### src/rtl/ped_pkg.sv
// Shared types and default timing constants for the pedestrian button front end.
// Also used by the crossing controller so both agree on press timing.
package ped_pkg;

  typedef enum logic [1:0] {
    IDLE     = 2'd0,
    PRESSED  = 2'd1,
    WAIT_ACK = 2'd2,
    LOCKOUT  = 2'd3
  } ped_state_e;

  localparam int PED_DEBOUNCE_CYCLES = 2;
  localparam int PED_LONG_CYCLES     = 5;
  localparam int PED_LOCKOUT_CYCLES  = 8;
  localparam int PED_CNT_W           = 8;

endpackage

### src/rtl/ped_debounce.sv
// Two-flop synchroniser followed by a counting debouncer for the raw button.
// The stable level flips only after DEBOUNCE_CYCLES consecutive disagreeing samples.
module ped_debounce
  import ped_pkg::*;
#(
  parameter int DEBOUNCE_CYCLES = PED_DEBOUNCE_CYCLES,
  parameter int CNT_W           = PED_CNT_W
) (
  input  logic clk,
  input  logic reset,
  input  logic button,
  output logic btn_stable
);

  localparam logic [CNT_W-1:0] DEB_LAST = CNT_W'(DEBOUNCE_CYCLES - 1);

  logic             s1_q, s2_q;
  logic             stable_q, stable_d;
  logic [CNT_W-1:0] deb_cnt_q, deb_cnt_d;

  // Counter restarts on any agreeing sample, so short pulses never accumulate.
  always_comb begin
    stable_d  = stable_q;
    deb_cnt_d = '0;
    if (s2_q != stable_q) begin
      if (deb_cnt_q == DEB_LAST) begin
        stable_d = ~stable_q;
      end else begin
        deb_cnt_d = deb_cnt_q + CNT_W'(1);
      end
    end
  end

  always_ff @(posedge clk or posedge reset) begin
    if (reset) begin
      s1_q      <= 1'b0;
      s2_q      <= 1'b0;
      stable_q  <= 1'b0;
      deb_cnt_q <= '0;
    end else begin
      s1_q      <= button;
      s2_q      <= s1_q;
      stable_q  <= stable_d;
      deb_cnt_q <= deb_cnt_d;
    end
  end

  assign btn_stable = stable_q;

endmodule

### src/rtl/ped_button_conditioner.sv
// Pedestrian button front end: debounce, short/long classification, req/ack and lockout.
// Define PED_PRESS_COUNT_EN to add the press_count output (acknowledged requests, saturating).
module ped_button_conditioner
  import ped_pkg::*;
#(
  parameter int DEBOUNCE_CYCLES = PED_DEBOUNCE_CYCLES,
  parameter int LONG_CYCLES     = PED_LONG_CYCLES,
  parameter int LOCKOUT_CYCLES  = PED_LOCKOUT_CYCLES,
  parameter int CNT_W           = PED_CNT_W
) (
  input  logic       clk,
  input  logic       reset,
  input  logic       button,
  input  logic       ped_ack,
  output logic       ped_req,
  output logic       ped_long,
  output logic       btn_stable,
  output logic       lockout
`ifdef PED_PRESS_COUNT_EN
  ,
  output logic [7:0] press_count
`endif
);

  localparam logic [CNT_W-1:0] LONG_LAST = CNT_W'(LONG_CYCLES - 1);
  localparam logic [CNT_W-1:0] LOCK_LAST = CNT_W'(LOCKOUT_CYCLES - 1);
  localparam logic [CNT_W-1:0] LOCK_MAX  = CNT_W'(LOCKOUT_CYCLES);

  ped_state_e       state_q, state_d;
  logic             prev_q;
  logic [CNT_W-1:0] hold_q, hold_d;
  logic [CNT_W-1:0] lock_q, lock_d;
  logic             req_q, req_d;
  logic             long_q, long_d;

  ped_debounce #(
    .DEBOUNCE_CYCLES(DEBOUNCE_CYCLES),
    .CNT_W          (CNT_W)
  ) u_debounce (
    .clk       (clk),
    .reset     (reset),
    .button    (button),
    .btn_stable(btn_stable)
  );

  always_comb begin
    state_d = state_q;
    hold_d  = hold_q;
    lock_d  = lock_q;
    req_d   = req_q;
    long_d  = long_q;
    case (state_q)
      IDLE: begin
        if (btn_stable && !prev_q) begin
          state_d = PRESSED;
          hold_d  = CNT_W'(1);
        end
      end
      PRESSED: begin
        // A long press is reported while still held; release is not awaited.
        if (btn_stable) begin
          hold_d = hold_q + CNT_W'(1);
          if (hold_q == LONG_LAST) begin
            state_d = WAIT_ACK;
            req_d   = 1'b1;
            long_d  = 1'b1;
          end
        end else begin
          state_d = WAIT_ACK;
          req_d   = 1'b1;
          long_d  = 1'b0;
        end
      end
      WAIT_ACK: begin
        if (ped_ack) begin
          state_d = LOCKOUT;
          req_d   = 1'b0;
          long_d  = 1'b0;
          lock_d  = '0;
        end
      end
      LOCKOUT: begin
        if (lock_q != LOCK_MAX) begin
          lock_d = lock_q + CNT_W'(1);
        end
        // Leave on the edge the count reaches its limit, but never while still held.
        if ((lock_q >= LOCK_LAST) && !btn_stable) begin
          state_d = IDLE;
        end
      end
      default: state_d = IDLE;
    endcase
  end

  always_ff @(posedge clk or posedge reset) begin
    if (reset) begin
      state_q <= IDLE;
      prev_q  <= 1'b0;
      hold_q  <= '0;
      lock_q  <= '0;
      req_q   <= 1'b0;
      long_q  <= 1'b0;
    end else begin
      state_q <= state_d;
      prev_q  <= btn_stable;
      hold_q  <= hold_d;
      lock_q  <= lock_d;
      req_q   <= req_d;
      long_q  <= long_d;
    end
  end

  assign ped_req  = req_q;
  assign ped_long = long_q;
  assign lockout  = (state_q == LOCKOUT);

`ifdef PED_PRESS_COUNT_EN
  logic       ack_evt;
  logic [7:0] press_count_q;

  assign ack_evt = (state_q == WAIT_ACK) && ped_ack;

  always_ff @(posedge clk or posedge reset) begin
    if (reset) begin
      press_count_q <= 8'd0;
    end else if (ack_evt && (press_count_q != 8'hFF)) begin
      press_count_q <= press_count_q + 8'd1;
    end
  end

  assign press_count = press_count_q;
`endif

endmodule
### config.mk
export PLATFORM = sky130hd
export DESIGN_NAME = ped_button_conditioner
export DESIGN_NICKNAME = d
export VERILOG_FILES = /design/src/rtl/ped_pkg.sv /design/src/rtl/ped_debounce.sv /design/src/rtl/ped_button_conditioner.sv
export SDC_FILE = /design/constraint.sdc
export NUM_CORES = 1
export LEC_CHECK = 0
export ABC_AREA = 1
export BUFFER_PORTS_ARGS = -buffer_cell sky130_fd_sc_hd__buf_4
export CAP_MARGIN = 20
export CORE_MARGIN = 8
export CORE_UTILIZATION = 62
export CTS_CLUSTER_DIAMETER = 60
export DETAILED_ROUTE_END_ITERATION = 12
export MAX_ROUTING_LAYER = met4
export PLACE_DENSITY = 0.91
export SYNTH_ARGS = -nofsm -noshare
export SYNTH_HDL_FRONTEND = slang
export SYNTH_SLANG_ARGS = --single-unit
### constraint.sdc
create_clock -name clk -period 2.6 [get_ports clk]
set_input_delay 0.13 -clock clk [delete_from_list [all_inputs] [get_ports clk]]
set_output_delay 0.13 -clock clk [all_outputs]
set_load 0.02 [all_outputs]
; Word level (Yosys, flattened, before mapping)
; Index checks and enable logic that the tools add are counted.
[op_classes]
add_sub_neg = 3
n_lt_le_gt_ge = 1
n_eq_ne = 13
mux = 20
bitwise = 1
reduce_logical = 13
[op_table]
columns = operator, count
row1 = $mux W8, 6
row2 = $pmux W8 S2, 2
row3 = $add A8 B1 Y8 const B, 3
row4 = $mux W2, 5
row5 = $reduce_and A3 Y1, 3
row6 = $eq A8 B1 Y1 const B, 1
row7 = $eq A8 B3 Y1 const B, 1
row8 = $ge A8 B3 Y1 const B, 1
row9 = $ne A8 B4 Y1 const B, 1
row10 = $pmux W2 S4, 1
row11 = $ne A2 B1 Y1 const B, 3
row12 = $reduce_bool A2 Y1, 3
row13 = $eq A2 B2 Y1 const B, 2
row14 = $mux W1, 4
row15 = $ne A2 B2 Y1 const B, 2
row16 = $pmux W1 S2, 2
row17 = $reduce_and A4 Y1, 1
row18 = $ne A3 B3 Y1 const B, 1
row19 = $eq A2 B1 Y1 const B, 1
row20 = $logic_and A1 B1 Y1, 2
row21 = $logic_not A1 Y1, 2
row22 = $logic_not A2 Y1, 1
row23 = $reduce_and A2 Y1, 1
row24 = $ne A1 B1 Y1, 1
row25 = $not A1 Y1, 1
[word_totals]
regBits = 32
inputBits = 4
output_inout_bits = 4
elab_cells = 61

; Logic depth before layout (Yosys ltp)
[depth]
depth_word = 4
depth_mapped = 10
depth_no_buf = 10

; Cells and area by module
; A second synthesis with hierarchy kept.
[unflattened]
hier_cells = 234
hier_area_um2 = 1880.6
[modules_own_cells]
columns = mod, instances, cells_per_inst, area_each_um2
row1 = ped_button_conditioner, 1, 170, 1335.0
row2 = ped_debounce, 1, 64, 545.5

; Least setup slack after synthesis
; No wires, ideal clock.
[synth_timing]
kind = flip-flop to flip-flop
from = reg state_q[0]
to = reg lock_q[3]
arrival_time_ns = 1.400
required_ns = 2.477
setup_slack_ns = 1.078
stages_incl_launch_ff = 7
cell_sequence = dfrtp_1 > ha_1 > nand4_1 > o21ai_4 > inv_4 > nand2_1 > o21ai_1
[synth_via]
elab_chain_len = 3
elab_cells_between_ends = 7
cone_classes = eq/ne: 4 / mux: 1 / reduce/logical: 2
[synth_rtl]
columns = item, line_no
row1 = from (decl), ped_button_conditioner.sv:29  ; ped_state_e state_q, state_d;
row2 = from (signal assigned), ped_button_conditioner.sv:104  ; state_q <= state_d;
row3 = $eq A2 B2 Y1 (*), -
row4 = via lockout, ped_button_conditioner.sv:18  ; output logic lockout
row5 = $ne A2 B1 Y1 (no line) or $reduce_bool A2 Y1 (tied branches), -
row6 = $reduce_and A3 Y1 (no line), -
row7 = to (signal assigned), ped_button_conditioner.sv:107  ; lock_q <= lock_d;
row8 = to (decl), ped_button_conditioner.sv:32  ; logic [CNT_W-1:0] lock_q, lock_d;
; The timed path passes the listed nets; every way through them passes the cells marked *.
; A chain may end at the register's enable or synchronous reset.

; Worst setup path after layout
[layout_timing]
from = reg state_q[0]
to = reg lock_q[3]
[layout_via]
elab_chain_len = 3
elab_cells_between_ends = 7
cone_classes = eq/ne: 4 / mux: 1 / reduce/logical: 2
[layout_rtl]
columns = item, line_no
row1 = $eq A2 B2 Y1, ped_button_conditioner.sv:52  ; case (state_q)
row2 = "$ne A2 B1 Y1 (no line), or another cell as far along", -
row3 = $reduce_and A3 Y1 (no line), -
; Several ways; a longest one is shown, not always the timed one.

==> results.cfg <==
[status]
status = finished, final reports clean

[sta]
fin_crit_ps = 1590
finClkSkew_ps = 11.5
slew_headroom_pct = 74.3
holdWs_ps = 333
setup_violations = 0
rsz0062_at_grt = no
post-route-period-util_pct = 61.2
hold_viol_final = 0
final_max_slew_viol_count = 0
setup_tns_ps = 0
setup_ws_ps = 1010
tightest_slew_ps = 385
clock.fmax_mhz = 628

[detailed_routing]
drt-pass1-iter-count = 4
post-route-drc-count = 0
ant_nets = 0
vias_per_cell = 5.11
via_count = 1406
wl_per_cell_um = 11.6
wl_um = 3180
drtIter0Drc = 126

[synth]
avgSynthCellArea_um2 = 7.86
postSynthCellCount = 226
yosysWarnings = 0
synthesis.nets = 241
synth_top_area_cell = dfrtp_1
synth_cell_types = 24
ys_ff_latch = 32
seq_area_frac_synth_pct = 45.1
synth_area_um2 = 1780
synth_top_area_share_pct = 45.1
synth.area.top_cells = dfrtp_1 (45%), nand2_1 (13%), ha_1 (7.7%), nor2_1 (6.8%), inv_1 (5.9%)

[floorplanning]
die_w_um = 69.5
fp-row-count = 19
io_pins = 8
initial_core_util_pct = 65.0
core_area_um2 = 2730
dieArea_um2 = 4830
die_h_um = 69.5

[grt]
grt_usage_pct = 14.2
gr-total-overflow = 0
first_global_vias = 1295
grt_pass1_wl_um = 5440
antenna_found_initial = 0
grt_max_degree = 33

[clock_tree]
cts_tree = done
clkSlewWorstSetupHoldPaths_ps = 110
cts_resized = 0
clock-sinks = 32
post_cts_buffers = 0
cts-buffers-inserted = 5
clk-insertion-delay-late_ps = 340
ctsRootBufferMaster = clkbuf_4
holdBufCountCts = 2
cts.htree.levels = 2
cts_buffer_depth = 2

[hold_path]
holdCritPathClass = primary input to flip-flop

[worst_setup_path]
worst-endpoint-required_ps = 2830
start_kind = flip-flop
crit_buf_inv = 1
crit_type = flip-flop to flip-flop
path_delay_family = flip-flops
worst_path_max_delay_cell = dfrtp_1
critPathArrivalTime_ps = 1820
end_kind = flip-flop
slowest_delay_ps = 410
crit_fanout = 10
path_cells = ha_1 -> nand4_1 -> o21ai_4 -> inv_4 -> nand2_1 -> o21ai_1

[power_and_ir_drop]
p_leak_uw = 0.000976
power_per_cell_area_nw_per_um2 = 907
ir_worst_vdd_mv = 0.729

[place]
pre_cts_ws_ps = 1010
placed_area_um2 = 1880
place_congestion = 0.883
port_buffers = 7
dpl.hpwl_um = 2430

[cells_and_area]
fin_nets = 258
area_growth_pct = 11.2
diodes = 0
drive_above_1_share_pct = 9.84
nFillCells = 208
final_area_um2 = 1980

[job]
drv_cap = 0
through the flow:
stage                     power [uW]  std cells  utilization [%]
after detailed placement        1420        265             68.6
after global placement          1400        265             68.6
after global routing            1930        275             72.3
after CTS                       1810        275             72.3
final                           1790        275             72.3
after floorplan                 1230        226                -
tightest hold or removal path, delay by kind of cell:
family                 cells  cell delay, ps
AOI/OAI and AO/OA          2             270
buffers and inverters      1              80
and+or+nand+nor            3             170
layout by cell type (no fill, tap or decap):
cell type	n
or2_2	1
nor2_1	32
nor2_4	1
inv_2	1
nor3_1	8
o21bai_1	1
nand2_1	62
clkbuf_4	5
o21ai_4	1
bufinv_16	1
o31ai_1	1
buf_4	8
xor2_1	5
inv_1	28
dfrtp_1	32
clkinv_2	1
xnor2_1	5
ha_1	11
inv_4	1
nand4_1	3
dlygate4sd3_1	2
or3_1	1
a21oi_1	3
clkinvlp_4	1
o21ai_1	3
o21ai_0	11
nand3_1	12
o21ai_2	1
a21oi_2	1
nand2_2	1
cell type report:
| cell class | instances | area (um2) | area share (%) |
|---|---|---|---|
| flip-flops and latches | 32 | 801 | 40.5 |
| inverters | 30 | 115 | 5.83 |
| well taps | 31 | 38.8 | 1.96 |
| repair buffers | 10 | 80.1 | 4.05 |
| clock inverters | 3 | 42.5 | 2.15 |
| clock buffers | 5 | 37.5 | 1.90 |
| multi-input cells | 164 | 861 | 43.6 |
registers in the layout, indices dropped and copies added, names as in the netlist, 2 cells and up:
| name | count |
|---|---|
| hold_q | 8 |
| lock_q | 8 |
| state_q | 2 |
| u_debounce.deb_cnt_q | 8 |
worst paths after layout:
check | endpoint | depth (start not counted) | from | slack [ps]
setup / recovery | lock_q[3] | 6 | state_q[0] | 1010
hold / removal | lock_q[4] | 6 | ped_ack | 330
setup reg to reg | lock_q[3] | 6 | state_q[0] | 1010
hold reg to reg | u_debounce.s2_q | 0 | u_debounce.s1_q | 370
max in group asynchronous | lock_q[2] | 4 | reset | 1900
min in group asynchronous | lock_q[5] | 4 | reset | 410
metal layers:
layer / global-route usage, % / share of wire, % / vias up
met4: 5.24 / 1.1 / 0
li1: - / - / 745
met1: 16.3 / 50 / 627
met2: 22.3 / 44 / 29
met5: - / 0 / -
met3: 4.86 / 4.3 / 5
synthesized netlist by cell type:
cell and count:
a21oi_2 1, o21ai_4 1, nand2_1 62, or3_1 1, o21ai_1 3, dfrtp_1 32, nand2_2 1, inv_1 28
o21ai_0 11, nor2_4 1, xnor2_1 5, o21bai_1 1, a21oi_1 3, inv_2 1, inv_4 1, o21ai_2 1
ha_1 11, nor2_1 32, nand4_1 3, nor3_1 8, o31ai_1 1, or2_2 1, nand3_1 12, xor2_1 5
logic make-up (layout without fill, tap and decap cells):
logic type                 after synthesis  in the layout  share of synthesized area [%]
xor gates and xnor gates                10             10                           4.93
buffers and inverters                   30             48                           6.48
and+or+nand+nor                        121            121                           28.2
AOI/OAI and AO/OA                       22             22                           7.54
DFF                                     32             32                           45.1
adders and majority gates               11             11                           7.75
report_power, final:
| part | switching, uW | total [uW] | leakage [uW] | internal [uW] |
|---|---|---|---|---|
| registers | 94.1 | 688 | 0.000423 | 594 |
| clock network | 178 | 378 | 0.0000412 | 200 |
| logic | 474 | 727 | 0.000511 | 252 |
No activity file was read; power rests on OpenSTA's default activity.
